## src/rtl/pri_queue_param.sv

```systemverilog
// Sorted priority queue with configurable depth and ordering. Entry 0 is always the best key.
// Each slot chooses hold / new key / neighbour above / neighbour below on every accepted transfer.
module pri_queue_param #(
    parameter int W         = 8,
    parameter int DEPTH     = 6,
    parameter int MAX_FIRST = 1,
    localparam int CW       = $clog2(DEPTH + 1)
) (
    input  logic          ck,
    input  logic          r,
    input  logic          clear,
    input  logic          in_valid,
    output logic          in_ready,
    input  logic [W-1:0]  in_data,
    output logic          out_valid,
    input  logic          out_ready,
    output logic [W-1:0]  top,
    output logic [CW-1:0] count,
    output logic          full,
    output logic          empty
);

    typedef enum logic [1:0] {
        SEL_HOLD,
        SEL_NEW,
        SEL_ABOVE,
        SEL_BELOW
    } sel_t;

    logic [W-1:0]     e     [DEPTH];
    logic [DEPTH-1:0] v;
    logic [W-1:0]     e_nxt [DEPTH];
    logic [DEPTH-1:0] v_nxt;
    sel_t             sel   [DEPTH];

    // Padded copies: index i+1 is slot i, so neighbours of the end slots read as empty.
    logic [W-1:0]     ep    [DEPTH+2];
    logic [DEPTH+1:0] vp;
    logic [DEPTH+1:0] gp;

    logic push;
    logic pop;

    function automatic logic better(input logic [W-1:0] a, input logic [W-1:0] b);
        if (MAX_FIRST != 0) return a > b;
        else                return a < b;
    endfunction

    assign empty     = ~v[0];
    assign full      = v[DEPTH-1];
    assign out_valid = v[0];
    assign top       = v[0] ? e[0] : '0;
    assign in_ready  = ~clear & (~full | out_ready);
    assign push      = in_valid & in_ready;
    assign pop       = out_valid & out_ready & ~clear;

    always_comb begin
        count = '0;
        for (int i = 0; i < DEPTH; i++) count = count + CW'(v[i]);
    end

    // gp[i+1] marks slots the new key must stay behind; gp[0]=1 lets slot 0 be the first free slot.
    always_comb begin
        gp        = '0;
        vp        = '0;
        gp[0]     = 1'b1;
        ep[0]     = '0;
        ep[DEPTH+1] = '0;
        for (int i = 0; i < DEPTH; i++) begin
            ep[i+1] = e[i];
            vp[i+1] = v[i];
            gp[i+1] = v[i] & ~better(in_data, e[i]);
        end
    end

    always_comb begin
        for (int i = 0; i < DEPTH; i++) begin
            sel[i] = SEL_HOLD;
            if (push && pop) begin
                if (gp[i+2])                     sel[i] = SEL_BELOW;
                else if (gp[i+1] || (i == 0))    sel[i] = SEL_NEW;
            end else if (push) begin
                if (!gp[i+1])                    sel[i] = gp[i] ? SEL_NEW : SEL_ABOVE;
            end else if (pop) begin
                sel[i] = SEL_BELOW;
            end
        end
    end

    always_comb begin
        for (int i = 0; i < DEPTH; i++) begin
            e_nxt[i] = e[i];
            v_nxt[i] = v[i];
            case (sel[i])
                SEL_NEW:   begin e_nxt[i] = in_data; v_nxt[i] = 1'b1;    end
                SEL_ABOVE: begin e_nxt[i] = ep[i];   v_nxt[i] = vp[i];   end
                SEL_BELOW: begin e_nxt[i] = ep[i+2]; v_nxt[i] = vp[i+2]; end
                default:   begin e_nxt[i] = e[i];    v_nxt[i] = v[i];    end
            endcase
        end
    end

    // Reset and clear both empty every slot; clear also swallows any push/pop of that cycle.
    always_ff @(posedge ck or posedge r) begin
        if (r) begin
            for (int i = 0; i < DEPTH; i++) e[i] <= '0;
            v <= '0;
        end else if (clear) begin
            for (int i = 0; i < DEPTH; i++) e[i] <= '0;
            v <= '0;
        end else if (push || pop) begin
            for (int i = 0; i < DEPTH; i++) e[i] <= e_nxt[i];
            v <= v_nxt;
        end
    end

endmodule

```

## config.mk

```make
export PLATFORM = sky130hd
export DESIGN_NAME = pri_queue_param
export DESIGN_NICKNAME = d
export VERILOG_FILES = /design/src/rtl/pri_queue_param.sv
export SDC_FILE = /design/constraint.sdc
export NUM_CORES = 1
export LEC_CHECK = 0
export CORE_MARGIN = 4
export CORE_UTILIZATION = 35
export CTS_CLUSTER_SIZE = 28
export DETAILED_ROUTE_END_ITERATION = 10
export GPL_TIMING_DRIVEN = 0
export PLACE_DENSITY = 0.64
export SETUP_SLACK_MARGIN = 0.15
export SYNTH_ARGS = -nofsm -noshare
export SYNTH_HDL_FRONTEND = slang
export SYNTH_SLANG_ARGS = --single-unit
```

## constraint.sdc

```tcl
create_clock -name ck -period 2.95 [get_ports ck]
set_clock_uncertainty 0.05 [all_clocks]
set_input_delay 0.885 -clock ck [delete_from_list [all_inputs] [get_ports ck]]
set_output_delay 0.885 -clock ck [all_outputs]
set_load 0.05 [all_outputs]
```

==> results.yml, run 1 <==
synth:
  avgSynthCellArea_um2: 8.23
  ys_seq_area_frac: 0.283
  synth.most_common_cell: "nand2_1"
  synth_area_leaders: "dfrtp_1 (28%), ha_1 (15%), a21oi_1 (6.1%), nand2_1 (5.3%), a22oi_1 (4.6%)"
  async_flop_share: 1.00
  yosys.cell_types.count: 61
  synth_seq_cells: 54
  synth_cells: 580
  netlist_area_um2: 4780
  synth.top_cell.area_share: 0.283
  synthFlopType: "dfrtp_1"
  synth_top_area_cell: "dfrtp_1"
  ys_warn_count: 0
  synth_nets: 653
  synth_commonest_cells: "nand2_1 (68), a21oi_1 (58), ha_1 (57)"
  synth_edf_count: 0
timing:
  fin_crit_sh: 1.24
  setup-tns-final_ns: -25.61
  rsz0062_at_grt: "yes"
  fmax_mhz: 274
  drv_slew: 0
  setup_ws_ns: -0.697
  finalHoldViolCount: 0
  tightest_slew_ns: 0.952
  slew_headroom: 0.365
  setup_viol: 52
  fin_crit_ns: 3.65
worst_setup_path:
  reg2reg_to: "e[34]"
  arrival_ns: 3.79
  cp_max_fo: 5
  required_ns: 3.09
  r2r_cells: 16
  rr_startpoint: "e[33]"
  cp_slowest_cell: "a211o_1"
  path_cells: "buf_12 -> clkinvlp_4 -> buf_12 -> ha_4 -> nor2b_2 -> o21a_1 -> o21ai_1 -> a211o_1 -> and3_4 -> buf_8 -> o31ai_4 -> o31ai_4 -> ha_4 -> clkbuf_16 -> a22oi_1 -> a21oi_4 -> nor2_4 -> a21oi_2"
  cpPeakStageDelay_ns: 0.33
  cp-start-kind: "input port"
  crit_type: "in2reg"
  cp-end-kind: "flip-flop"
  reg2reg_slack_ns: -0.48
  critPathLaunch: "in_data[0]"
  critical_path_buf_inv_count: 5
  path_delay_family: "compound AO/OA/AOI/OAI gates"
clock_tree:
  clk_latency_ns: 0.30
  h-tree-depth: 2
  cts_tree: "yes"
  cts_hold_buffers: 0
  numCtsBuffers: 5
  clock-sinks: 54
  path_clk_slew_ns: 0.07
  clockBufferDepth: 2
  clockRootBuffer: "clkbuf_16"
grt:
  grt_util_all_layers: 0.216
  grt_max_degree: 30
  first_global_vias: 4950
  grt_pass1_wl_mm: 27.1
  antenna_found_initial: 0
  globalRoute.totalOverflow: 0
floorplanning:
  die_w_um: 125
  num_io_pins: 28
  rows: 42
  core_um2: 13300
  die_area_um2: 15600
  dieHeight_um: 125
  start_util: 0.359
layout:
  syn_to_final_growth_pct: 50.6
  final_util: 0.541
  drive_gt1_frac: 0.428
  nets: 750
  fin_area_um2: 7190
  diodes: 0
  final_cells: 854
routing:
  via_per_inst: 6.27
  drcViolationCount: 0
  via_count: 5352
  ant_nets: 0
  drt-total-wl_mm: 18.6
  wl_per_cell_um: 21.8
  first_pass_iters: 5
  first_iter_violations: 579
worst_hold_path:
  hold-path-endpoint: "e[6]"
  hp-class: "reg2reg"
  holdPathStages: 2
  min_from: "e[6]"
placement:
  placed_cells: 784
  post-dp-hpwl_mm: 11.9
  io_buffers: 27
  place_area_um2: 5560
  gp_congestion: 0.939
status:
  status: "finished, violations left"
  violations: "setup timing"
power:
  p_per_area_nw_per_um2: 392
  p_leak_uw: 0.00297
  peakVddDrop_mv: 0.223
job:
  max_cap_viol_count: 0
metal layers:
metal / routed length (um) / global-route usage / share of wire / up-vias
met5: 0 / 0 / 0 / -
li1: - / - / - / 2331
met4: 837 / 0.0880 / 0.045 / 0
met1: 7450 / 0.290 / 0.40 / 2619
met3: 1540 / 0.0442 / 0.083 / 76
met2: 8800 / 0.341 / 0.47 / 326
logic make-up after synthesis:
family                     synth area share
DFF                                   0.283
muxes                                0.0168
AOI/OAI and AO/OA                     0.287
adders and majority gates             0.162
buffers and inverters                0.0718
and+or+nand+nor                       0.180
worst register-to-register path, cell delays in order (launching register included):
cell,delay (ns)
dfrtp_1,0.45
inv_1,0.14
ha_4,0.28
nor2b_2,0.14
o21a_1,0.13
o21ai_1,0.06
a211o_1,0.33
and3_4,0.20
buf_8,0.13
o31ai_4,0.33
o31ai_4,0.14
ha_4,0.22
clkbuf_16,0.16
a22oi_1,0.27
a21oi_4,0.11
nor2_4,0.16
a21oi_2,0.04
state kept, by name, summed over array words and instances (netlist names):
signal,count
v,6
e,48
where the power goes:
group | leakage [uW] | internal, uW | switching [uW]
logic | 0.00220 | 544 | 703
clock network | 0.0000739 | 338 | 285
registers | 0.000695 | 818 | 129
worst max path at each step:
stage	to	slack (ns)	cells after the start
after floorplan	count[1]	-0.43	6
after global placement	e[32]	-1.87	16
after detailed placement	e[39]	-1.94	15
after CTS	count[1]	-0.65	7
after global routing	e[39]	-0.74	19
final	e[34]	-0.70	18
metrics by stage:
stage | setup slack, ns | hold slack [ns] | total power [uW]
final | -0.697 | 0.493 | 2820
after global placement | -1.87 | 0.457 | 1790
after floorplan | -0.434 | 0.431 | 1550
after detailed placement | -1.94 | 0.467 | 1820
after CTS | -0.651 | 0.494 | 2630
after global routing | -0.743 | 0.521 | 2950
cell usage in the layout, fill, tap and decap left out, drive strengths merged, types with 4 or more instances in the layout:
cell type and n:
a211oi 7, a21o 5, a21oi 60, a22o 6, a22oi 29, a32o 4
a32oi 4, and2 4, and3 4, buf 87, clkbuf 25, clkdlybuf4s50 4
dfrtp 54, ha 57, inv 53, mux2i 8, nand2 70, nand3 11
nand4 10, nor2 51, nor2b 9, nor3 6, o211ai 7, o21ai 28
o21bai 9, o221ai 8, o31ai 7, or4 8
final cells by class:
type	count	area [um2]
clock buffers	7	143
clock inverters	1	5.00
inverters	55	210
repair buffers	87	933
fillers	1080	6100
plain buffers	26	273
well taps	176	220
multi-input cells	448	4050
flip-flops and latches	54	1360
timing repair:
item,in CTS,in global routing
gates cloned,7,3
gates resized for setup,210,117
setup endpoints to repair,66,65
buffers inserted,29,23
pin swaps,50,62
No activity file was read; power rests on OpenSTA's default activity.
==> inputs of run 2 (changes only) <==
- CTS_CLUSTER_SIZE: 28 -> not set
==> results of run 2 <==
No change in the layout: final DEF, timing and power equal those of run 1.
